**src/rtl/tc_control_unit.sv**
```systemverilog
// Sequencing control for the dense tensor-core datapath: after an optional load
// phase, walks (row m, N-tile n, K-tile k) and pulses out_valid per finished row.
module tc_control_unit #(
    parameter int M      = 16,
    parameter int N      = 16,
    parameter int K      = 16,
    parameter int tileN  = 4,
    parameter int tileK  = 4,
    parameter int iterN  = N / tileN,
    parameter int iterK  = K / tileK,
    parameter int DW_ROW = 4,
    parameter int DW_COL = 4
) (
    input  logic              clk,
    input  logic              reset,
    input  logic              load_en,
    input  logic              compute_en,
    output logic [DW_ROW-1:0] ptr_m,
    output logic [DW_COL-1:0] ptr_n,
    output logic [DW_COL-1:0] ptr_k,
    output logic              out_valid,
    output logic [DW_ROW-1:0] row_out
);

    typedef enum logic [1:0] {IDLE, LOAD, COMPUTE} state_t;

    localparam logic [DW_ROW-1:0] M_LAST = DW_ROW'(M - 1);
    localparam logic [DW_COL-1:0] N_LAST = DW_COL'(iterN - 1);
    localparam logic [DW_COL-1:0] K_LAST = DW_COL'(iterK - 1);

    state_t            state_q, state_d;
    logic [DW_ROW-1:0] m_q, m_d;
    logic [DW_COL-1:0] n_q, n_d;
    logic [DW_COL-1:0] k_q, k_d;
    logic              out_valid_q, out_valid_d;
    logic [DW_ROW-1:0] row_out_q, row_out_d;
    logic              row_end;

    assign row_end = (n_q == N_LAST) && (k_q == K_LAST);

    always_comb begin
        state_d     = state_q;
        m_d         = m_q;
        n_d         = n_q;
        k_d         = k_q;
        out_valid_d = 1'b0;
        row_out_d   = row_out_q;
        case (state_q)
            IDLE: begin
                m_d = '0;
                n_d = '0;
                k_d = '0;
                if (load_en)
                    state_d = LOAD;
                else if (compute_en)
                    state_d = COMPUTE;
            end
            LOAD: begin
                m_d = '0;
                n_d = '0;
                k_d = '0;
                if (!load_en)
                    state_d = IDLE;
            end
            COMPUTE: begin
                // Pulse lands one cycle after the row's last tile step.
                if (row_end) begin
                    out_valid_d = 1'b1;
                    row_out_d   = m_q;
                end
                if (k_q == K_LAST) begin
                    k_d = '0;
                    if (n_q == N_LAST) begin
                        n_d = '0;
                        if (m_q == M_LAST) begin
                            m_d     = '0;
                            state_d = IDLE;
                        end else begin
                            m_d = m_q + 1'b1;
                        end
                    end else begin
                        n_d = n_q + 1'b1;
                    end
                end else begin
                    k_d = k_q + 1'b1;
                end
            end
            default: begin
                state_d = IDLE;
                m_d     = '0;
                n_d     = '0;
                k_d     = '0;
            end
        endcase
    end

    always_ff @(posedge clk or negedge reset) begin
        if (!reset) begin
            state_q     <= IDLE;
            m_q         <= '0;
            n_q         <= '0;
            k_q         <= '0;
            out_valid_q <= 1'b0;
            row_out_q   <= '0;
        end else begin
            state_q     <= state_d;
            m_q         <= m_d;
            n_q         <= n_d;
            k_q         <= k_d;
            out_valid_q <= out_valid_d;
            row_out_q   <= row_out_d;
        end
    end

    assign ptr_m     = m_q;
    assign ptr_n     = n_q;
    assign ptr_k     = k_q;
    assign out_valid = out_valid_q;
    assign row_out   = row_out_q;

endmodule

```
**config.mk**
```make
export PLATFORM = sky130hd
export DESIGN_NAME = tc_control_unit
export DESIGN_NICKNAME = d
export VERILOG_FILES = /design/src/rtl/tc_control_unit.sv
export SDC_FILE = /design/constraint.sdc
export NUM_CORES = 1
export LEC_CHECK = 0
export CAP_MARGIN = 20
export CORE_MARGIN = 1.5
export CORE_UTILIZATION = 54
export CTS_BUF_LIST = sky130_fd_sc_hd__clkbuf_8
export DETAILED_ROUTE_END_ITERATION = 8
export GPL_ROUTABILITY_DRIVEN = 0
export HOLD_SLACK_MARGIN = 0.15
export PLACE_DENSITY_LB_ADDON = 0.1
export SLEW_MARGIN = 20
export SYNTH_ARGS = -nofsm -noshare
export SYNTH_HDL_FRONTEND = slang
export SYNTH_SLANG_ARGS = --single-unit
```
**constraint.sdc**
```tcl
create_clock -name clk -period 5.9 [get_ports clk]
set_input_delay 1.18 -clock clk [delete_from_list [all_inputs] [get_ports clk]]
set_output_delay 1.18 -clock clk [all_outputs]
set_load 0.05 [all_outputs]
```
==> out/qor.csv <==
metric,value,unit
hold_viol_final,0,
register_area,475,sq um
area_delta_synth_final,27.5,%
nets,110,
initial_core_util,58.0,%
cp.required,4.72,ns
hold_class,reg2reg,
syn_inst,82,
clock-root-buffer,clkbuf_8,
critical_path_class,reg2out,
period_share,46.3,%
row_count,14,
grt_max_degree,20,
finalCriticalPeriod,2.73,ns
rsz0062_at_grt,no,
syn-cell-area,883,sq um
multi_input_area,365,sq um
crit_buf_inv,1,
grt_antenna_before_repair,0,
hpwl,1130,um
yosysUniqueCellTypes,26,
irDropWorstVdd,169,uV
grt_pass1_vias,641,
grt_pass1_wl,2710,um
ys_warn_count,0,
cts_max_path_buffers,2,
cts-buffers-inserted,3,
p_leak,0.487,nW
timing.fmax,366,MHz
cap_violations,0,
total_power,0.247,mW
cp_top_family,buffers and inverters,
path_clk_slew,0.07,ns
cpMaxStageDelayCell,clkdlybuf4s50_1,
tightest_slew,0.826,ns
antenna_left,0,
post_cts_resize_count,0,
post-place-ws,3.45,ns
coreArea,1520,sq um
numPortBuffers,20,
cts_tree,yes,
wire_per_inst,14.1,um
ctsHoldBuffers,0,
first_pass_iters,4,
syn-num-nets,89,
power_density,219,nW/um^2
worst_slack,3.17,ns
crit_fanout,8,
finalSetupTns,0,ns
cp_slowest_stage_delay,0.84,ns
cts_htree_levels,1,
slew_headroom,44.8,%
path_cells,clkdlybuf4s50_1,
fillers,124,
post-cts-setup-buffers,0,
drive_gt1_share,8.82,%
clk_latency,0.25,ns
drt_iter0_markers,20,
drc,0,
cp-end-kind,output pin,
synth-seq-cells,19,
yosysSeqAreaShare,53.8,%
io_pins,21,
finClkSkew,0.00458,ns
setup_viol,0,
wl,1660,um
die_y,43.4,um
cts_num_sinks,19,
grtUsageTotal,19.8,%
final-max-slew-violation-count,0,
viasPerCell,5.86,
syn_avg_cell_area,10.8,sq um
n_antenna_cell,0,
critPathArrivalTime,1.55,ns
via_count,692,
status,completed,
grt.overflow.total,0,
die_w,43.4,um
start_kind,register,
fp.dieArea,1890,sq um
metal layers:
| layer | vias to the layer above | track usage [%] | part of all wire, % |
|---|---|---|---|
| met1 | 334 | 23.0 | 44 |
| met5 | - | 0 | 0 |
| li1 | 332 | - | - |
| met3 | 4 | 3.75 | 4.4 |
| met4 | 0 | 10.9 | 1.6 |
| met2 | 22 | 34.3 | 50 |
worst paths after layout:
kind | slack (ns) | to | startpoint | cells after the start
worst max-delay path | 3.17 | ptr_m[2] | ptr_m[2] | 1
worst min-delay path | 0.44 | state_q[1] | state_q[0] | 1
worst max register to register | 3.75 | row_out[1] | ptr_k[0] | 4
worst min register to register | 0.44 | state_q[1] | state_q[0] | 1
max in group asynchronous | 4.00 | ptr_m[0] | reset | 1
min in group asynchronous | 1.40 | ptr_m[3] | reset | 1
cell usage in the layout (no fill, tap or decap), types with 2 or more instances in the layout:
cell type and count:
dfrtp_1 19, a31oi_1 2, o21ai_0 4, a21oi_1 9, nor2_1 3, nor3_1 5, ha_1 3, nand3_1 4
or3_1 3, or3b_1 2, nand2_1 4, clkbuf_8 3, clkdlybuf4s50_1 20, mux2_4 4, inv_1 5, nor3b_1 2
final cells by class:
cell class                      count  share of cell area [%]
Inverter                            5                    1.67
Sequential cell                    19                    42.2
Tap cell                           16                    1.78
Timing Repair Buffer               20                    17.8
Multi-Input combinational cell     54                    32.4
Clock inverter                      1                   0.444
Clock buffer                        3                    3.67
registers in the layout, indices dropped and copies added (netlist names):
signal	cells
state_q	2
ptr_k	4
ptr_m	4
ptr_n	4
row_out	4
out_valid	1
per-stage QoR:
stage          cells  cell area, sq um  utilization, %  hold slack (ns)
2_1_floorplan     82               883               -            0.403
3_3_place_gp     114              1080            70.9            0.427
3_5_place_dp     114              1080            70.9            0.429
4_1_cts          118              1130            73.9            0.440
5_1_grt          118              1130            73.9            0.470
6_report         118              1130            73.9            0.437
cell usage after synthesis:
cell | count | area share [%]
dfrtp_1 | 19 | 54
a21oi_1 | 9 | 5.1
inv_1 | 5 | 2.1
nor3_1 | 5 | 2.8
mux2_4 | 4 | 6.8
nand2_1 | 4 | 1.7
nand3_1 | 4 | 2.3
o21ai_0 | 4 | 2.3
ha_1 | 3 | 4.2
nor2_1 | 3 | 1.3
or3_1 | 3 | 2.1
a31oi_1 | 2 | 1.4
clkbuf_1 | 2 | 0.85
nor3b_1 | 2 | 1.7
or3b_1 | 2 | 2.0
and3_1 | 1 | 0.71
buf_2 | 1 | 0.57
buf_6 | 1 | 1.3
nand2b_1 | 1 | 0.71
nand4_1 | 1 | 0.71
nand4b_1 | 1 | 0.99
nor4_1 | 1 | 0.71
o31ai_1 | 1 | 0.85
or4_2 | 1 | 0.99
xnor2_1 | 1 | 0.99
xor2_1 | 1 | 0.99
logic make-up after synthesis:
logic type / share of synthesized area [%]
compound gates: 9.63
xor+xnor: 1.98
fa+ha+maj: 4.25
buf+inv: 4.82
flops: 53.8
mux: 6.80
simple gates: 18.7
power by group:
group          switching, mW  internal, mW  total [mW]
logic                 0.0150       0.00709      0.0221
clock network         0.0411        0.0469      0.0880
registers            0.00293         0.134       0.137
Power figures use the tool's default switching activity.
